$ cat src/rtl/em_result_buffer.sv
// Result buffer behind the 8-sensor EM block: acknowledges each EM result, tags it with a
// sequence number and queues it in a first-word-fall-through FIFO for the CPU.
module em_result_buffer #(
  parameter int DEPTH          = 8,
  parameter bit DROP_WHEN_FULL = 1'b0,
  parameter int DATA_W         = 16,
  parameter int TAG_W          = 8
) (
  input  logic                     clk,
  input  logic                     rst_n,
  input  logic                     enable,
  input  logic [DATA_W-1:0]        em_result,
  input  logic                     em_val_ready,
  output logic                     cpu_read_complete,
  input  logic                     rd_pop,
  output logic                     rd_valid,
  output logic [DATA_W-1:0]        rd_data,
  output logic [TAG_W-1:0]         rd_tag,
  output logic [$clog2(DEPTH):0]   count,
  output logic                     full,
  output logic                     overflow,
  input  logic                     overflow_clr
);

  localparam int PTR_W = $clog2(DEPTH);
  localparam int CNT_W = PTR_W + 1;
  localparam logic [CNT_W-1:0] FULL_CNT = CNT_W'(DEPTH);

  typedef enum logic [1:0] {
    S_IDLE,
    S_ACK,
    S_GAP
  } state_t;

  state_t             state_q, state_d;
  logic [PTR_W-1:0]   wr_ptr, rd_ptr;
  logic [CNT_W-1:0]   count_q;
  logic [TAG_W-1:0]   tag_q;
  logic               overflow_q;
  logic               accept, wr_en, drop, pop;

  logic [DATA_W-1:0]  data_mem [DEPTH];
  logic [TAG_W-1:0]   tag_mem  [DEPTH];

  assign full     = (count_q == FULL_CNT);
  assign rd_valid = (count_q != '0);
  assign count    = count_q;
  assign overflow = overflow_q;

  // Capture FSM: one accept, one ack cycle, one gap cycle while the EM output updates
  always_comb begin
    state_d = state_q;
    accept  = 1'b0;
    case (state_q)
      S_IDLE: begin
        if (enable && em_val_ready && (!full || DROP_WHEN_FULL)) begin
          accept  = 1'b1;
          state_d = S_ACK;
        end
      end
      S_ACK:   state_d = S_GAP;
      S_GAP:   state_d = S_IDLE;
      default: state_d = S_IDLE;
    endcase
    if (!enable) state_d = S_IDLE;
  end

  assign cpu_read_complete = (state_q == S_ACK);

  // Full is taken from the registered count, so a same-cycle pop never makes room
  assign wr_en = accept && !full;
  assign drop  = accept && full;
  assign pop   = enable && rd_pop && rd_valid;

  always_ff @(posedge clk or negedge rst_n) begin
    if (!rst_n) begin
      state_q    <= S_IDLE;
      wr_ptr     <= '0;
      rd_ptr     <= '0;
      count_q    <= '0;
      tag_q      <= '0;
      overflow_q <= 1'b0;
    end else if (!enable) begin
      state_q    <= S_IDLE;
      wr_ptr     <= '0;
      rd_ptr     <= '0;
      count_q    <= '0;
      tag_q      <= '0;
      overflow_q <= 1'b0;
    end else begin
      state_q <= state_d;
      if (wr_en) wr_ptr <= wr_ptr + 1'b1;
      if (pop)   rd_ptr <= rd_ptr + 1'b1;
      if (wr_en && !pop)      count_q <= count_q + 1'b1;
      else if (!wr_en && pop) count_q <= count_q - 1'b1;
      // Tag advances on discarded samples too, so the CPU sees loss as a tag gap
      if (accept) tag_q <= tag_q + 1'b1;
      if (drop)              overflow_q <= 1'b1;
      else if (overflow_clr) overflow_q <= 1'b0;
    end
  end

  // Storage is data only; validity comes from count_q
  always_ff @(posedge clk) begin
    if (wr_en) begin
      data_mem[wr_ptr] <= em_result;
      tag_mem[wr_ptr]  <= tag_q;
    end
  end

  assign rd_data = rd_valid ? data_mem[rd_ptr] : '0;
  assign rd_tag  = rd_valid ? tag_mem[rd_ptr]  : '0;

endmodule

$ cat config.mk
export PLATFORM = sky130hd
export DESIGN_NAME = em_result_buffer
export DESIGN_NICKNAME = d
export VERILOG_FILES = /design/src/rtl/em_result_buffer.sv
export SDC_FILE = /design/constraint.sdc
export NUM_CORES = 1
export LEC_CHECK = 0
export ABC_CLOCK_PERIOD_IN_PS = 10200
export CAP_MARGIN = 0
export CORE_ASPECT_RATIO = 1.5
export CORE_MARGIN = 2
export CORE_UTILIZATION = 63
export CTS_CLUSTER_SIZE = 28
export DETAILED_ROUTE_END_ITERATION = 8
export PLACE_DENSITY = 0.88
export SYNTH_ARGS = -nofsm -noshare
export SYNTH_HDL_FRONTEND = slang
export SYNTH_SLANG_ARGS = --single-unit
$ cat constraint.sdc
create_clock -name clk -period 10.2 [get_ports clk]
set_input_delay 1.53 -clock clk [delete_from_list [all_inputs] [get_ports clk]]
set_output_delay 1.53 -clock clk [all_outputs]
set_load 0.01 [all_outputs]
# Yosys cells after proc, flatten, opt, wreduce, memory -nomap -nowiden
# Memories as Yosys holds them, arrays and structs flattened.
# Cells that the tools add are included.
[word_totals] regBits=21 ram_bits=192 word_cells=55 mem_count=2
[op_classes] add_sub_neg=5 eq_ne=8 n_mux=21 reduce_logical=13
[mem_list] memory="data_mem" depth=8 width=16 rd=1 rd_clocked_by_memory_dff=0 wr=1 line_no="42" text="logic [DATA_W-1:0] data_mem [DEPTH];"
[mem_list] memory="tag_mem" depth=8 width=8 rd=1 rd_clocked_by_memory_dff=0 wr=1 line_no="43" text="logic [TAG_W-1:0] tag_mem [DEPTH];"
[op_table] op="$mux W8" n=3
[op_table] op="$mux W16" n=1
[op_table] op="$mux W3" n=4
[op_table] op="$mux W4" n=3
[op_table] op="$add A8 B1 Y8 const B" n=1
[op_table] op="$logic_and A1 B1 Y1" n=8
[op_table] op="$mux W1" n=7
[op_table] op="$add A3 B1 Y3 const B" n=2
[op_table] op="$ne A2 B1 Y1 const B" n=3
[op_table] op="$ne A3 B1 Y1 const B" n=2
[op_table] op="$add A4 B1 Y4 const B" n=1
[op_table] op="$eq A4 B4 Y1 const B" n=1
[op_table] op="$mux W2" n=2
[op_table] op="$pmux W2 S2" n=1
[op_table] op="$reduce_bool A4 Y1" n=1
[op_table] op="$sub A4 B1 Y4 const B" n=1
[op_table] op="$logic_not A1 Y1" n=3
[op_table] op="$ne A3 B3 Y1 const B" n=1
[op_table] op="$eq A2 B1 Y1 const B" n=1
[op_table] op="$logic_not A2 Y1" n=1

# Longest topological paths before layout
# Gate-level depths: netlist (run 1).
[depth] ltp_word=11 mapped_depth=8 ltp_nobuf=7

# Least setup slack after synthesis (run 1)
# Ideal clock, no wire load.
[synth_timing] path_type="input to register" from="in enable" to="mem data_mem[4][0] (enable)" setup_time_ns=0.475 arrival_time_ns=4.735 t_required_ns=9.725 slack_ns=4.991 path_stages=4 path_buffers=1 path_cell_list="clkbuf_2 > and4bb_2 > nand2_8 > nor4b_1"
[synth_between] elab_chain_len=7
[synth_rtl] element="from (decl)" line_no="11" text="input logic enable,"
[synth_rtl] element="$logic_and A1 B1 Y1 (2 in series)" line_no="56" text="if (enable && em_val_ready && (!full || DROP_WHEN_FULL)) begin"
[synth_rtl] element="$mux W1" line_no="56"
[synth_rtl] element="$mux W1" line_no="54" text="case (state_q)"
[synth_rtl] element="$logic_and A1 B1 Y1" line_no="71" text="assign wr_en = accept && !full;"
[synth_rtl] element="$mux W1" line_no="105" text="if (wr_en) begin"
[synth_rtl] element="$mux W1 (not written as such)" line_no="106" text="data_mem[wr_ptr] <= em_result;"
[synth_rtl] element="to (decl)" line_no="42"
# No other way between the ends.

# Worst setup path in the final report (run 1)
[layout_timing] from="in enable" to="mem data_mem[5][2] (enable)"
# Same word-level chain as after synthesis.

==> results of run 1 <==
-- state kept, by name, indices dropped and copies added, names as in the netlist --
signal and flops:
state_q 2, tag_mem 64, wr_ptr 3, rd_ptr 3, count 4, overflow 1
data_mem 128, tag_q 8
-- metal layers --
metal | part of all wire (%) | vias up
li1 | - | 1820
met1 | 37 | 2136
met2 | 56 | 140
met3 | 5.2 | 36
met4 | 2.4 | 0
met5 | 0 | -
-- final timing paths --
path	from	end	slack (ns)
setup reg to reg	count[1]	data_mem[5][2]	7.14
hold reg to reg	overflow	overflow	0.53
min in group asynchronous	rst_n	count[1]	1.58
setup / recovery	enable	data_mem[5][2]	5.61
max in group asynchronous	rst_n	rd_ptr[1]	7.99
hold / removal	overflow	overflow	0.53
-- cell families after synthesis --
| kind of cell | share of synthesized area, % |
|---|---|
| xor gates and xnor gates | 1.13 |
| AOI/OAI and AO/OA | 0.824 |
| buffers and inverters | 1.37 |
| adders and majority gates | 0.971 |
| DFF | 74.0 |
| muxes | 16.4 |
| and+or+nand+nor | 5.40 |
-- through the flow --
stage	util, %	worst slack [ns]	instance area (um^2)
after floorplan	-	4.99	8510
after global placement	69.6	5.29	9280
after detailed placement	69.6	5.10	9280
after CTS	73.6	5.55	9810
after global routing	73.6	5.31	9810
final	73.6	5.61	9810
-- report_power, final --
| part | switching [W] | internal, W | total, W |
|---|---|---|---|
| Sequential | 0.0000422 | 0.000974 | 0.00102 |
| Combinational | 0.000206 | 0.000247 | 0.000453 |
| Clock | 0.000284 | 0.000340 | 0.000624 |
| Total | 0.000532 | 0.00156 | 0.00209 |
-- critical path, cell delays in order --
cell,delay (ns)
clkdlybuf4s50_1,0.97
and4bb_2,0.51
nand2_8,0.12
inv_1,0.16
nand2_1,0.18
nor3b_2,0.91
buf_4,0.38
-- layout by cell type, fill, tap and decap left out, types with 3 or more instances in the layout --
cell type        netlist  routed
clkbuf_1              11       3
nand2_1               15      15
nand4_1                3       3
nor2b_1                3       3
edfxtp_1             192     192
and2_1                 9       9
mux2i_1               31      31
clkdlybuf4s50_1        0      53
mux4_2                48      48
clkbuf_16              0      19
nand3_1                6       6
buf_4                  2      11
dfrtp_1               21      19
xnor2_1                9       9
clkinv_2               0       4
inv_1                  6       6
ha_1                   5       5
clkinv_1               0       6
nor2_1                25      24
-- cell type report --
class                   count  area [um^2]
well taps                 162          203
multi-input cells         185         2150
inverters                   6         22.5
clock inverters            10         42.5
flip-flops and latches    213         6290
fillers                   740         3530
clock buffers              22          487
repair buffers             64          613
==> out/results.ini, run 1 <==
[outcome]
status=finished, final reports clean

[synthesis]
netlist.area_leader.share_pct=67.8
synthArstFlopShare_pct=9.86
synth_area_per_cell_um2=20.0
syn_area_um2=8510
ys_top_cells_by_count=192 x edfxtp_1, 48 x mux4_2, 31 x mux2i_1
ys_warn_count=0
yosysMostFrequentCell=edfxtp_1
synth_edf_count=192
yosys-top-cells-area=edfxtp_1 68%, mux4_2 13%, dfrtp_1 6.2%
ys.flop_type=edfxtp_1
synth-seq-cells=213
ys_seq_area_share_pct=74.0
synth_cell_types=39
syn-instance-count=425
syn-num-nets=453
yosys.area.top_type=edfxtp_1

[drt]
drt_iter0_drc=319
antenna_left=0
routed_wl_mm=16.1
drt_first_pass_iters=4
dr_total_vias=4132
drc=0
via_per_inst=6.24
wl_per_cell_um=24.3

[clock_network]
clk_pin_slew_ns=0.06
post_cts_resized=0
clockBufferDepth=3
insertion_delay_ns=0.48
cts_sinks=213
cts_tree=done
root_buffer=clkbuf_16
h-tree-depth=1
hold_buffers=0
cts_buffers=19
cts_setup_buffers=0

[sta]
relSlewSlack_pct=18.2
fin_worst_skew_ns=0.00836
hold_viol=0
setup_tns_ns=0
tightest_slew_ns=1.23
layout_min_cycle_time_ns=4.59
rsz0062_at_grt=no
max_freq_ghz=0.218
maxSlewViolCount=0
setup_viol=0
fin_crit_sh_pct=45.0
whs_ns=0.530

[die]
pin_count=54
dieHeight_um=146
fp.dieW_um=98.9
core_region_area_um2=13300
start_util_pct=63.8
rows=52
dieArea_um2=14500

[power]
p_leak_nw=3.25
powerDensity_nw_per_um2=213
vdd_ir_drop_max_mv=0.182
power_w=0.00209

[job]
max-cap-violations=0

[global_route]
grt_max_degree=51
grt_pass1_vias=4520
grt_use_total_pct=23.5
grt_first_pass_wirelength_mm=25.5
use_met1_pct=31.1
grt_use_met3_pct=3.16
grt.busiest_layer=met2
grt_overflow_total=0
use_met2_pct=40.5
antenna_found_initial=0

[worst_setup_path]
critical_path_class=input port to flop
worst_setup_path_start_kind=input port
crit_fanout=27
worstPathArrival_ns=4.77
crit_path_end_kind=flop
ff2ff_path_depth=6
worstPathRequired_ns=10.37

[min_path]
min_path_type=flop to flop
hold_depth=1

[layout]
layout.nets=517
antennaDiodeCount=0
finalNonFillerCells=662
syn_to_final_growth_pct=15.3
drive_gt1_share_pct=19.6

[placement]
placedCellCount=630
place.gp.congestion=0.811
hpwlAfterDp_mm=9.18
place.port_buffers=53

Note: power is estimated with default switching activity, not from simulation.
==> inputs of run 2 (changes only) <==
- ABC_CLOCK_PERIOD_IN_PS: 10200 -> 4800
- CORE_UTILIZATION: 63 -> 59
- PLACE_DENSITY: 0.88 -> 0.83
- clock period: 10.2 -> 4.8 ns (I/O delays scaled with it)
==> out/results.ini, run 2 (synthesis gave the netlist of run 1 again) <==
[sta]
setup_viol=0  ; unchanged
setup_tns_ns=0  ; unchanged
rsz0062_at_grt=no  ; unchanged
fin_crit_sh_pct=76.6
maxSlewViolCount=0  ; unchanged
tightest_slew_ns=1.18  ; was 1.23 ns
relSlewSlack_pct=20.6  ; was 18.2%
layout_min_cycle_time_ns=3.68
max_freq_ghz=0.272
hold_viol=0  ; unchanged
final.setup.worst_slack_ns=1.12  ; was 5.61 ns
fin_worst_skew_ns=0.0104  ; was 0.00836 ns

[layout]
largest-register=data_mem  ; unchanged
final_common_cell=edfxtp_1  ; unchanged
drive_gt1_share_pct=20.5  ; was 19.6%
antennaDiodeCount=0  ; unchanged
syn_to_final_growth_pct=16.6  ; was 15.3%
largest_reg_flops=128  ; unchanged
layout.nets=521  ; was 517
reg_top3=data_mem: 128 flops, tag_mem: 64 flops, tag_q: 8 flops  ; unchanged
fill_cells=855  ; was 740
multi_input_area_um2=2150  ; unchanged
seq_area_um2=6290  ; unchanged
final_cell_mix=192 x edfxtp_1, 53 x clkdlybuf4s50_1, 48 x mux4_2, 31 x mux2i_1, 24 x nor2_1  ; unchanged

[placement]
place.gp.congestion=0.782  ; was 0.811
dp_slack_ns=1.40  ; was 5.10 ns
place.port_buffers=53  ; unchanged
hpwlAfterDp_mm=9.36  ; was 9.18 mm

[global_route]
antenna_found_initial=0  ; unchanged
grt_pass1_vias=4552  ; was 4520
grt_overflow_total=0  ; unchanged
grt_max_degree=40  ; was 51
grt_first_pass_wirelength_mm=25.4  ; was 25.5 mm
grt_use_total_pct=22.5  ; was 23.5%

[job]
max-cap-violations=0  ; unchanged

[clock_network]
h-tree-depth=1  ; unchanged
cts_buffers=19  ; unchanged
clk_pin_slew_ns=0.06  ; about the same
insertion_delay_ns=0.49  ; was 0.48 ns
post_cts_resized=0  ; unchanged
cts_sinks=213  ; unchanged
cts_tree=done  ; unchanged
hold_buffers=0  ; unchanged
cts_setup_buffers=0  ; unchanged
clockBufferDepth=3  ; unchanged
root_buffer=clkbuf_16  ; unchanged

[worst_setup_path]
critical_path_class=flop to output pin  ; was input port to flop
max_stage_delay_ns=1.01  ; was 0.97 ns
worstPathArrival_ns=2.96  ; was 4.77 ns
path_cells=buf_4 -> mux4_2 -> mux2i_1 -> nor2_1 -> clkdlybuf4s50_1  ; was clkdlybuf4s50_1 -> and4bb_2 -> nand2_8 -> inv_1 -> nand2_1 -> nor3b_2 -> buf_4
worst_setup_path_start_kind=flop  ; was input port
crit_path_end_kind=output pin  ; was flop
r2r_start=count[1]  ; unchanged
crit_fanout=39  ; was 27
worstPathRequired_ns=4.08  ; was 10.37 ns
crit_start=rd_ptr[1]  ; was enable
slowest_stage=dfrtp_2  ; was clkdlybuf4s50_1

[die]
dieHeight_um=151  ; was 146 um
fp.dieW_um=102  ; was 98.9 um
rows=53  ; was 52
core_region_area_um2=14100  ; was 13300 um^2
pin_count=54  ; unchanged
dieArea_um2=15400  ; was 14500 um^2
start_util_pct=60.5  ; was 63.8%

[power]
p_leak_nw=3.28  ; was 3.25 nW
vdd_ir_drop_max_mv=0.330  ; was 0.182 mV
powerDensity_nw_per_um2=455  ; was 213 nW/um^2

[min_path]
min_path_type=flop to flop  ; unchanged
min_from=overflow  ; unchanged

[drt]
drt_first_pass_iters=4  ; unchanged
dr_total_vias=4188  ; was 4132
wl_per_cell_um=23.5  ; was 24.3 um
drt_iter0_drc=210  ; was 319
drc=0  ; unchanged
antenna_left=0  ; unchanged
via_per_inst=6.03  ; was 6.24
routed_wl_mm=16.3  ; was 16.1 mm

[outcome]
status=finished, final reports clean  ; unchanged

run 2: cell count changes in the layout (fill, tap and decap cells not counted), sizes merged:
cell	previous run	this run
buf	11	15
bufinv	0	1
clkbuf	22	19
clkinv	10	9
clkinvlp	0	1
inv	6	7
run 2: per-stage QoR:
step | instances | area, um^2 | total power, W | hold slack (ns) | utilization (%)
2_1_floorplan | 425 | 8510 | 0.00276 | 0.424 | -
3_3_place_gp | 664 | 9360 | 0.00315 | 0.509 | 66.6
3_5_place_dp | 664 | 9360 | 0.00318 | 0.512 | 66.6
4_1_cts | 695 | 9920 | 0.00456 | 0.536 | 70.6
5_1_grt | 695 | 9920 | 0.00469 | 0.577 | 70.6
6_report | 695 | 9920 | 0.00452 | 0.535 | 70.6
run 2: worst max-delay path: cells and delay by family, from the launching register on:
kind	cells	cell delay, ns
mux	2	0.52
buf+inv	2	0.85
simple gates	1	0.06
flops	1	1.01
run 2: path summary, 6_finish.rpt:
| kind | end | slack (ns) | cells past startpoint |
|---|---|---|---|
| setup / recovery | rd_tag[6] | 1.12 | 5 |
| hold / removal | overflow | 0.53 | 1 |
| setup reg to reg | count[3] | 2.09 | 7 |
| hold reg to reg | overflow | 0.53 | 1 |
| max in group asynchronous | rd_ptr[1] | 3.42 | 1 |
| min in group asynchronous | count[1] | 0.76 | 1 |
run 2: layout make-up:
cell class / instances / share of cell area, %
timing repair buffer: 68 / 6.61
inverter: 6 / 0.227
clock inverter: 12 / 0.832
multi-input combinational: 185 / 21.7
sequential: 213 / 63.4
tap: 192 / 2.42
clock buffer: 19 / 4.79
run 2: layer usage:
| layer | part of all wire (%) | vias up | global-route usage [%] |
|---|---|---|---|
| met5 | 0 | - | 0 |
| met2 | 56 | 126 | 40.4 |
| met3 | 5.3 | 36 | 3.46 |
| met1 | 36 | 2190 | 27.1 |
| li1 | - | 1836 | - |
| met4 | 2.7 | 0 | 8.93 |
run 2: report_power, final:
part	switching, W	internal (W)
sequential	0.0000987	0.00207
clock	0.000609	0.000772
combinational	0.000437	0.000531
==> inputs of run 3 (changes only) <==
- ABC_CLOCK_PERIOD_IN_PS: 4800 -> 3300
- CORE_UTILIZATION: 59 -> 53
- PLACE_DENSITY: 0.83 -> 0.79
- clock period: 4.8 -> 3.3 ns (I/O delays scaled with it)
==> out/results.ini, run 3 (synthesis gave the netlist of run 1 again) <==
[sta]
whs_ns=0.530  ; was 0.535 ns
fin_crit_sh_pct=94.1
setup_tns_ns=0  ; unchanged
hold_viol=0  ; unchanged
maxSlewViolCount=0  ; unchanged
setup_viol=0  ; unchanged
tightest_slew_ns=0.944  ; was 1.18 ns
fin_worst_skew_ns=0.0158  ; was 0.0104 ns
max_freq_ghz=0.322
relSlewSlack_pct=36.9  ; was 20.6%
layout_min_cycle_time_ns=3.11
rsz0062_at_grt=no  ; unchanged

[global_route]
grt_use_total_pct=19.0  ; was 22.5%
grt_max_degree=27  ; was 40
grt_use_met3_pct=2.82  ; was 3.46%
use_met2_pct=34.3  ; was 40.4%
antenna_found_initial=0  ; unchanged
use_met1_pct=23.0  ; was 27.1%
grt_pass1_vias=4532  ; was 4552
grt_first_pass_wirelength_mm=24.7  ; was 25.4 mm
grt_overflow_total=0  ; unchanged
grt.busiest_layer=met2  ; unchanged

[layout]
final_common_cell=edfxtp_1  ; unchanged
final_cell_mix=192 x edfxtp_1, 53 x clkdlybuf4s50_1, 48 x mux4_2, 31 x mux2i_1, 27 x buf_4  ; was 192 x edfxtp_1, 53 x clkdlybuf4s50_1, 48 x mux4_2, 31 x mux2i_1, 24 x nor2_1
reg_top3=data_mem: 128 flops, tag_mem: 64 flops, tag_q: 8 flops  ; unchanged
drive_gt1_share_pct=24.1  ; was 20.5%
fin_util_pct=65.1  ; was 70.6%
largest_reg_flops=128  ; unchanged
antennaDiodeCount=0  ; unchanged
largest-register=data_mem  ; unchanged
layout.nets=537  ; was 521
syn_to_final_growth_pct=20.1  ; was 16.6%

[worst_setup_path]
path_cells=buf_12 -> mux4_2 -> mux2i_1 -> nor2_1 -> clkdlybuf4s50_1  ; was buf_4 -> mux4_2 -> mux2i_1 -> nor2_1 -> clkdlybuf4s50_1
max_stage_delay_ns=0.79  ; was 1.01 ns
crit_fanout=26  ; was 39
ff2ff_setup_slack_ns=0.60  ; was 2.09 ns
rr_endpoint=count[3]  ; unchanged
ff2ff_path_depth=7  ; unchanged
worstPathArrival_ns=2.61  ; was 2.96 ns
crit_path_end_kind=output pin  ; unchanged
worstPathRequired_ns=2.80  ; was 4.08 ns
r2r_start=count[1]  ; unchanged
critical_path_class=flop to output pin  ; unchanged
worst_setup_path_start_kind=flop  ; unchanged
slowest_stage=dfrtp_2  ; unchanged

[power]
vdd_ir_drop_max_mv=0.480  ; was 0.330 mV
internal_power_w=0.00516  ; was 0.00337 W
p_sw_w=0.00172  ; was 0.00114 W
p_clk_share_pct=32.9  ; was 30.6%
p_seq_share_pct=45.5  ; was 48.0%
comb_power_share_pct=21.6  ; was 21.4%
p_leak_nw=3.41  ; was 3.28 nW
switching_share_pct=25.0  ; was 25.3%
powerDensity_nw_per_um2=674  ; was 455 nW/um^2

[die]
dieHeight_um=159  ; was 151 um
fp.dieW_um=107  ; was 102 um
rows=56  ; was 53
start_util_pct=54.2  ; was 60.5%
core_region_area_um2=15700  ; was 14100 um^2
dieArea_um2=17100  ; was 15400 um^2
pin_count=54  ; unchanged

[clock_network]
h-tree-depth=1  ; unchanged
clk_pin_slew_ns=0.07  ; was 0.06 ns
cts_buffers=20  ; was 19
insertion_delay_ns=0.49  ; about the same
post_cts_resized=0  ; unchanged
cts_sinks=213  ; unchanged
root_buffer=clkbuf_16  ; unchanged
hold_buffers=0  ; unchanged
cts_tree=done  ; unchanged
clockBufferDepth=3  ; unchanged
cts_setup_buffers=0  ; unchanged

[job]
max-cap-violations=0  ; unchanged

[outcome]
status=finished, final reports clean  ; unchanged

[placement]
hpwlAfterDp_mm=9.54  ; was 9.36 mm
place.port_buffers=53  ; unchanged
place.gp.congestion=0.754  ; was 0.782

[drt]
drt_first_pass_iters=4  ; unchanged
routed_wl_mm=15.6  ; was 16.3 mm
dr_total_vias=4196  ; was 4188
drt_iter0_drc=278  ; was 210
antenna_left=0  ; unchanged
wl_per_cell_um=21.5  ; was 23.5 um
via_per_inst=5.79  ; was 6.03
drc=0  ; unchanged

[min_path]
min_path_type=input port to async pin  ; was flop to flop

==> run 3: worst max path at each step <==
stage	from	endpoint	slack, ns	cells after the start
6_report	rd_ptr[1]	rd_tag[2]	0.19	5
2_1_floorplan	enable	data_mem[6][0]	0.04	4
4_1_cts	rd_ptr[0]	rd_tag[2]	0.05	5
5_1_grt	rd_ptr[1]	rd_data[7]	0.07	5
3_5_place_dp	enable	count[3]	0.47	8
3_3_place_gp	enable	count[3]	0.56	8
==> run 3: layout make-up <==
cell class              count  area [um^2]
clock inverters            13          125
repair buffers             83          793
inverters                   6         22.5
multi-input cells         185         2190
flip-flops and latches    213         6300
fillers                  1027         5480
clock buffers              22          529
well taps                 203          254
==> run 3: power groups by stage <==
| stage | Clock, W | Sequential [W] | Combinational [W] |
|---|---|---|---|
| floorplan | 0 | 0.00312 | 0.000885 |
| global route | 0.00241 | 0.00315 | 0.00161 |
| global placement | 0 | 0.00321 | 0.00142 |
| CTS | 0.00231 | 0.00316 | 0.00145 |
| detailed placement | 0 | 0.00321 | 0.00144 |
| finish | 0.00226 | 0.00313 | 0.00149 |
==> run 3: metrics by stage <==
step / power, W / instance area, um^2 / std cells / setup WS (ns)
6_report: 0.00688 / 10200 / 725 / 0.193
5_1_grt: 0.00716 / 10200 / 725 / 0.0687
4_1_cts: 0.00691 / 10200 / 717 / 0.0482
3_5_place_dp: 0.00466 / 9500 / 682 / 0.467
3_3_place_gp: 0.00463 / 9500 / 682 / 0.559
2_1_floorplan: 0.00401 / 8540 / 425 / 0.0389
==> run 3: critical path: cells and delay by family, from the launching register on <==
family	cells	cell delay, ns
buffers and inverters	2	0.73
DFF	1	0.79
muxes	2	0.53
and+or+nand+nor	1	0.07
==> run 3: per-layer routing <==
metal	share of wire, %	vias up	wire, um
li1	-	1869	-
met5	0	-	0
met2	56	106	8650
met3	4.4	26	679
met4	2.1	0	334
met1	38	2195	5910
